$ cat config.mk
export PLATFORM = sky130hd
export DESIGN_NAME = mem_bus_bridge
export DESIGN_NICKNAME = d
export VERILOG_FILES = /design/src/rtl/mem_bus_bridge_pkg.sv /design/src/rtl/mem_bus_bridge.sv
export SDC_FILE = /design/constraint.sdc
export NUM_CORES = 1
export LEC_CHECK = 0
export ABC_AREA = 1
export BUFFER_PORTS_ARGS = -buffer_cell sky130_fd_sc_hd__buf_4
export CAP_MARGIN = 20
export CORE_ASPECT_RATIO = 0.75
export CORE_MARGIN = 3
export CORE_UTILIZATION = 46
export DETAILED_ROUTE_END_ITERATION = 8
export PLACE_DENSITY = 0.85
export SETUP_SLACK_MARGIN = 0.2
export SLEW_MARGIN = 20
export SYNTH_ARGS = -nofsm -noshare
export SYNTH_HDL_FRONTEND = slang
export SYNTH_SLANG_ARGS = --single-unit
export TNS_END_PERCENT = 20
$ cat constraint.sdc
create_clock -name clk -period 1.8 [get_ports clk]
set_input_delay 0.09 -clock clk [delete_from_list [all_inputs] [get_ports clk]]
set_output_delay 0.09 -clock clk [all_outputs]
set_load 0.05 [all_outputs]
$ cat src/rtl/mem_bus_bridge_pkg.sv
// Shared widths, FSM state type and request payload for the MEM-stage to
// external bus bridge.
package mem_bus_bridge_pkg;

    localparam int unsigned DATA_BUS    = 32;
    localparam int unsigned ADDR_BUS    = 32;
    localparam int unsigned MEM_SEL_BUS = 4;

    typedef enum logic [1:0] {
        ST_IDLE = 2'd0,
        ST_REQ  = 2'd1,
        ST_WAIT = 2'd2,
        ST_DONE = 2'd3
    } state_e;

    // Latched MEM request, replayed unchanged on the bus channel
    typedef struct packed {
        logic [MEM_SEL_BUS-1:0] we;
        logic [ADDR_BUS-1:0]    addr;
        logic [DATA_BUS-1:0]    wdata;
    } bus_req_t;

    function automatic logic is_read(input logic [MEM_SEL_BUS-1:0] we);
        return we == '0;
    endfunction

endpackage

$ cat src/rtl/mem_bus_bridge.sv
// Bridges single MEM-stage loads/stores onto a split addr_ok/data_ok bus,
// stalling the pipeline and discarding responses of flushed accesses.
module mem_bus_bridge
    import mem_bus_bridge_pkg::*;
(
    input  logic                   clk,
    input  logic                   rst_n,
    input  logic                   ram_en,
    input  logic [MEM_SEL_BUS-1:0] ram_write_en,
    input  logic [ADDR_BUS-1:0]    ram_addr,
    input  logic [DATA_BUS-1:0]    ram_write_data,
    input  logic                   flush,
    output logic [DATA_BUS-1:0]    ram_read_data,
    output logic                   stall_request,
    output logic                   bus_req,
    output logic [MEM_SEL_BUS-1:0] bus_we,
    output logic [ADDR_BUS-1:0]    bus_addr,
    output logic [DATA_BUS-1:0]    bus_wdata,
    input  logic                   bus_addr_ok,
    input  logic                   bus_data_ok,
    input  logic [DATA_BUS-1:0]    bus_rdata
);

    state_e                state_q, state_d;
    logic                  drop_q,  drop_d;
    bus_req_t              req_q,   req_d;
    logic [DATA_BUS-1:0]   rdata_q, rdata_d;
    logic                  drop_now;

    always_ff @(posedge clk or negedge rst_n) begin
        if (!rst_n) begin
            state_q <= ST_IDLE;
            drop_q  <= 1'b0;
            req_q   <= '0;
            rdata_q <= '0;
        end else begin
            state_q <= state_d;
            drop_q  <= drop_d;
            req_q   <= req_d;
            rdata_q <= rdata_d;
        end
    end

    // A flush landing in the same cycle as the response also discards it
    assign drop_now = drop_q | flush;

    always_comb begin
        state_d = state_q;
        drop_d  = drop_q;
        req_d   = req_q;
        rdata_d = rdata_q;
        unique case (state_q)
            ST_IDLE: begin
                drop_d = 1'b0;
                if (ram_en && !flush) begin
                    req_d   = '{we: ram_write_en, addr: ram_addr, wdata: ram_write_data};
                    state_d = ST_REQ;
                end
            end
            ST_REQ: begin
                if (bus_addr_ok) begin
                    if (bus_data_ok) begin
                        if (!flush && is_read(req_q.we)) rdata_d = bus_rdata;
                        state_d = flush ? ST_IDLE : ST_DONE;
                    end else begin
                        // Accepted requests must be waited out even if flushed
                        drop_d  = flush;
                        state_d = ST_WAIT;
                    end
                end else if (flush) begin
                    state_d = ST_IDLE;
                end
            end
            ST_WAIT: begin
                if (bus_data_ok) begin
                    if (!drop_now && is_read(req_q.we)) rdata_d = bus_rdata;
                    drop_d  = 1'b0;
                    state_d = drop_now ? ST_IDLE : ST_DONE;
                end else if (flush) begin
                    drop_d = 1'b1;
                end
            end
            ST_DONE: begin
                state_d = ST_IDLE;
            end
            default: begin
                state_d = ST_IDLE;
            end
        endcase
    end

    assign bus_req       = (state_q == ST_REQ);
    assign bus_we        = req_q.we;
    assign bus_addr      = req_q.addr;
    assign bus_wdata     = req_q.wdata;
    assign ram_read_data = rdata_q;
    assign stall_request = (state_q == ST_REQ) || (state_q == ST_WAIT) ||
                           ((state_q == ST_IDLE) && ram_en && !flush);

endmodule

# Yosys cells after proc, flatten, opt, wreduce, memory -nomap -nowiden
# Cells that the tools add are included.
classes:
  eq_ne: 12
  n_mux: 19
  bitwise: 1
  reduce_logical: 17
ops:
  columns: ["operator", "count"]
  rows:
  - ["$mux 32", 5]
  - ["$pmux 32 s2", 1]
  - ["$mux 2", 7]
  - ["$ne 2x2->1 const B", 4]
  - ["$pmux 2 s4", 1]
  - ["$ne 2x1->1 const B", 3]
  - ["$reduce_and 6->1", 1]
  - ["$logic_and 1x1->1", 5]
  - ["$eq 2x2->1 const B", 2]
  - ["$logic_not 4->1", 1]
  - ["$mux 1", 4]
  - ["$reduce_and 4->1", 1]
  - ["$ne 3x2->1 const B", 1]
  - ["$ne 3x3->1 const B", 1]
  - ["$pmux 1 s3", 1]
  - ["$reduce_and 3->1", 1]
  - ["$reduce_bool 3->1", 1]
  - ["$eq 2x1->1 const B", 1]
  - ["$logic_not 1->1", 2]
  - ["$logic_not 2->1", 1]
  - ["$logic_or 1x1->1", 2]
  - ["$reduce_and 2->1", 1]
  - ["$reduce_bool 2->1", 1]
  - ["$or 1x1->1", 1]
totals:
  reg_bits: 103
  in_bits: 106
  out_inout_bits: 102
  elab_cells: 55

# Longest topological paths before layout
depth:
  depth_word: 6
  mapped_depth: 9
  ltp_nobuf: 8

# Worst setup path before layout
# Ideal clock, no wire load.
synth_timing:
  kind: "reg2reg"
  start: "register state_q[1]"
  end: "register rdata_q[10] (netlist: ram_read_data[10])"
  setup_time_ns: 0.119
  arrival_ns: 1.730
  required_ns: 1.681
  setup_slack_ns: -0.049
  stages_incl_launch_ff: 9
  n_path_buf: 1
  period_less_slack_ns: 1.849
  path_cell_list: "dfrtp_1 > inv_1 > ha_1 > o21ai_1 > nor2_4 > nand2_4 > buf_6 > nand2_1 > nand2_1"
synth_via:
  elab_chain_len: 3
  elab_cells_between_ends: 10
  classes_between: "eq/ne: 7; mux: 1; reduce/logical: 2"
synth_rtl:
  columns: ["item", "line", "text"]
  rows:
  - ["start: declaration", "mem_bus_bridge.sv:24", "state_e state_q, state_d;"]
  - ["start signal: assignment", "mem_bus_bridge.sv:37", "state_q <= state_d;"]
  - ["$eq 2x1->1 *", null, null]
  - ["named net bus_req", "mem_bus_bridge.sv:15", "output logic bus_req,"]
  - ["$ne 2x1->1 (no source line) or $reduce_bool 2->1 (tied branches)", null, null]
  - ["$reduce_and 6->1 (no source line)", null, null]
  - ["end signal: assignment", "mem_bus_bridge.sv:40", "rdata_q <= rdata_d;"]
  - ["end: declaration", "mem_bus_bridge.sv:27", "logic [DATA_BUS-1:0] rdata_q, rdata_d;"]
# Mark *: on every way through the listed nets, which the timed path passes. The rest lies on a longest branch.
# A chain may end at the register's enable or synchronous reset.

# Final worst setup path
layout_timing:
  start: "register state_q[0]"
  end: "register req_q (netlist bit bus_wdata[18])"
layout_via:
  elab_chain_len: 2
layout_rtl:
  columns: ["item", "line", "text"]
  rows:
  - ["$logic_not 2->1", "mem_bus_bridge.sv:52", "unique case (state_q)"]
  - ["$reduce_and 2->1 (no source line)", null, null]
  - ["end signal: assignment", "mem_bus_bridge.sv:39", "req_q <= req_d;"]
  - ["end: declaration", "mem_bus_bridge.sv:26", "bus_req_t req_q, req_d;"]
# No other way between the ends.

==> flow_summary.toml <==
[floorplan]
rows = 29
pin_count = 208
die_area_um2 = 10600
dieWidth_um = 118
coreArea_um2 = 8780
start_util_pct = 49.1
die_y_um = 89.8

[timing]
finalCritPeriodShare_pct = 87.1
setup_slack_ps = 233
timing.setup.tns_ps = 0
rsz0062_at_grt = "yes"
hold_ws_ps = 1.74
worst_slew_pin_slew_ps = 364
maxSlewHeadroom_pct = 75.7
max_freq_mhz = 638
fin_crit_ps = 1570
setup_violations = 0
fin_worst_skew_ps = 8.24
slew_viol_final = 0
finalHoldViolations = 0

[synth]
syn-num-nets = 595
netlist_instances = 484
ys_types = 19
synth.cell_area_um2 = 4310
synth-seq-cells = 103
avgSynthCellArea_um2 = 8.91
ys_seq_area_share_pct = 59.8
yosys_warnings = 0

[cts]
cts_max_level = 3
clock-root-buffer = "clkbuf_16"
clk_pin_slew_ps = 70
cts_sinks = 103
ctsLongestPathBuffers = 2
cts_buffers = 9
clk-insertion-delay-late_ps = 340
cts_tree = "built"

[placement]
hpwl_mm = 8.55
placed_cell_area_um2 = 6000
port_buffers = 207
dp_slack_ps = 162
place_congestion = 0.858
dp.cells = 798

[outcome]
status = "complete, no violations"

[power]
p_leak_nw = 3.91
p_int_mw = 6.68
p_sw_mw = 6.93
ir_drop_mv = 1.47
swShare_pct = 50.9
pwr-share-clk_pct = 13.6
finalPower_mw = 13.6
p_comb_share_pct = 57.2
p_seq_share_pct = 29.1
powerDensity_nw_per_um2 = 1940

[setup_path]
endpoint = "bus_wdata[18]$_DFFE_PN0P_"
r2r-end = "bus_wdata[18]$_DFFE_PN0P_"
crit_start = "state_q[0]$_DFFE_PN0P_"
worstPathRequired_ps = 2030
cp.arrival_ps = 1800
r2r_cells = 6
critPathKind = "reg2reg"
r2r_slack_ps = 230
cp-start-kind = "flip-flop"
crit_fanout = 44
rr_startpoint = "state_q[0]$_DFFE_PN0P_"
cp-end-kind = "flip-flop"

[global_routing]
grt_pass1_vias = 4450
grt_use_total_pct = 26.1
grt-ovfl-total = 0
grt_max_degree = 45
grt_pass1_wl_mm = 22.4
antenna_found_initial = 0

[detailed_routing]
via_per_inst = 4.89
routed_wl_mm = 14.0
drtAntennaViolNets = 0
wl_per_cell_um = 15.9
drc = 0
dr.pass1.iters = 5
vias = 4308
drt_iter0_drc = 354

[final_layout]
fill_cells = 530
layout.cells.non_filler = 881
finish.utilization_pct = 79.9
regArea_um2 = 2580
fin_area_um2 = 7020
diodes = 0
synthToLayoutAreaGrowth_pct = 62.7
multi_input_area_um2 = 1330
drive_gt1_share_pct = 34.1
nets = 863

[run]
cap_violations = 0

[worst_hold_path]
hold_path.class = "in2reg"
==> synth_stat cells <==
master / number / area [um^2]
a21oi_1: 4 / 20.0
o21ai_0: 39 / 195
inv_1: 75 / 282
buf_6: 7 / 78.8
nand3_1: 35 / 175
o21ai_1: 30 / 150
nand2_1: 154 / 578
dfrtp_1: 103 / 2580
nor2_2: 1 / 6.26
nand3b_1: 1 / 7.51
buf_4: 7 / 52.6
ha_1: 5 / 62.6
nand3_2: 1 / 10.0
inv_2: 2 / 7.51
nand2_4: 1 / 11.3
nor2_4: 2 / 22.5
buf_2: 9 / 45.0
clkbuf_1: 1 / 3.75
nor2_1: 7 / 26.3
==> timing repair <==
action                                  4_1_cts  5_1_grt
cloned                                        0        2
setup buffers                                 2        5
hold buffers                                 58        0
pin swaps                                     1        4
endpoints found under the setup margin       34       88
resized for setup                             1       16
hold endpoints to repair                     80        0
==> critical path, cell delays in order, from the launching register on <==
cell and delay [ps]:
dfrtp_2 460, inv_4 90, ha_2 200, nand3_4 70, buf_4 180, buf_12 180
o21ai_0 270
==> worst min-delay path by stage <==
stage / from / endpoint / slack [ps] / depth (start not counted)
finish: bus_rdata[0] / ram_read_data[0]$_DFFE_PN0P_ / 2 / 3
global route: ram_write_data[9] / bus_wdata[9]$_DFFE_PN0P_ / 4 / 3
CTS: bus_rdata[0] / ram_read_data[0]$_DFFE_PN0P_ / 0.5 / 3
detailed placement: rst_n / ram_read_data[21]$_DFFE_PN0P_ / 30 / 1
global placement: rst_n / ram_read_data[21]$_DFFE_PN0P_ / 30 / 1
floorplan: rst_n / bus_addr[0]$_DFFE_PN0P_ / -210 / 0
==> sequential cells by signal (all words and copies together), names as in the netlist <==
name and cells:
bus_addr 32, bus_wdata 32, bus_we 4, drop_q 1
ram_read_data 32, state_q 2
==> layout make-up <==
class | count | share of cell area (%)
sequential | 103 | 36.8
timing repair buffer | 280 | 33.8
multi-input combinational | 281 | 19.0
inverter | 77 | 4.19
clock buffer | 11 | 3.60
tap | 124 | 2.21
clock inverter | 5 | 0.464
==> layer usage <==
layer	part of all wire (%)	track usage, %	vias up
met1	37	30.0	2028
li1	-	-	2021
met3	9.4	9.91	35
met4	2.6	8.39	0
met2	51	45.2	224
met5	0	0	-
==> cells by family (layout without fill, tap and decap cells) <==
| family | after synthesis | in the layout | share of synthesized area, % |
|---|---|---|---|
| flip-flops | 103 | 103 | 59.8 |
| AND/OR/NAND/NOR | 202 | 203 | 19.4 |
| buffers and inverters | 101 | 373 | 10.9 |
| AO/OA/AOI/OAI | 73 | 73 | 8.47 |
| adder cells (fa/ha/maj) | 5 | 5 | 1.45 |
==> placed cells by master (no fill, tap or decap), types with 2 or more instances in the layout <==
cell	n
buf_12	8
ha_4	2
ha_1	2
inv_4	2
inv_2	2
o21ai_1	30
dfrtp_1	101
clkbuf_8	2
clkinv_4	2
dfrtp_2	2
nor2_1	6
clkinv_2	3
o21ai_0	38
nand2_2	3
nor2_2	2
dlygate4sd3_1	58
inv_1	73
nand3_1	35
nor2_4	2
buf_4	212
clkbuf_16	10
a21oi_1	4
nand2_1	151
==> power groups by stage <==
| stage | Clock, mW | Sequential (mW) | Combinational [mW] |
|---|---|---|---|
| after detailed placement | 0 | 3.92 | 7.35 |
| after global routing | 2.00 | 4.08 | 8.20 |
| after global placement | 0 | 3.89 | 7.19 |
| after floorplan | 0 | 7.18 | 1.68 |
| after CTS | 1.90 | 3.91 | 7.48 |
| final | 1.85 | 3.97 | 7.79 |
(Power assumes the default switching activity.)
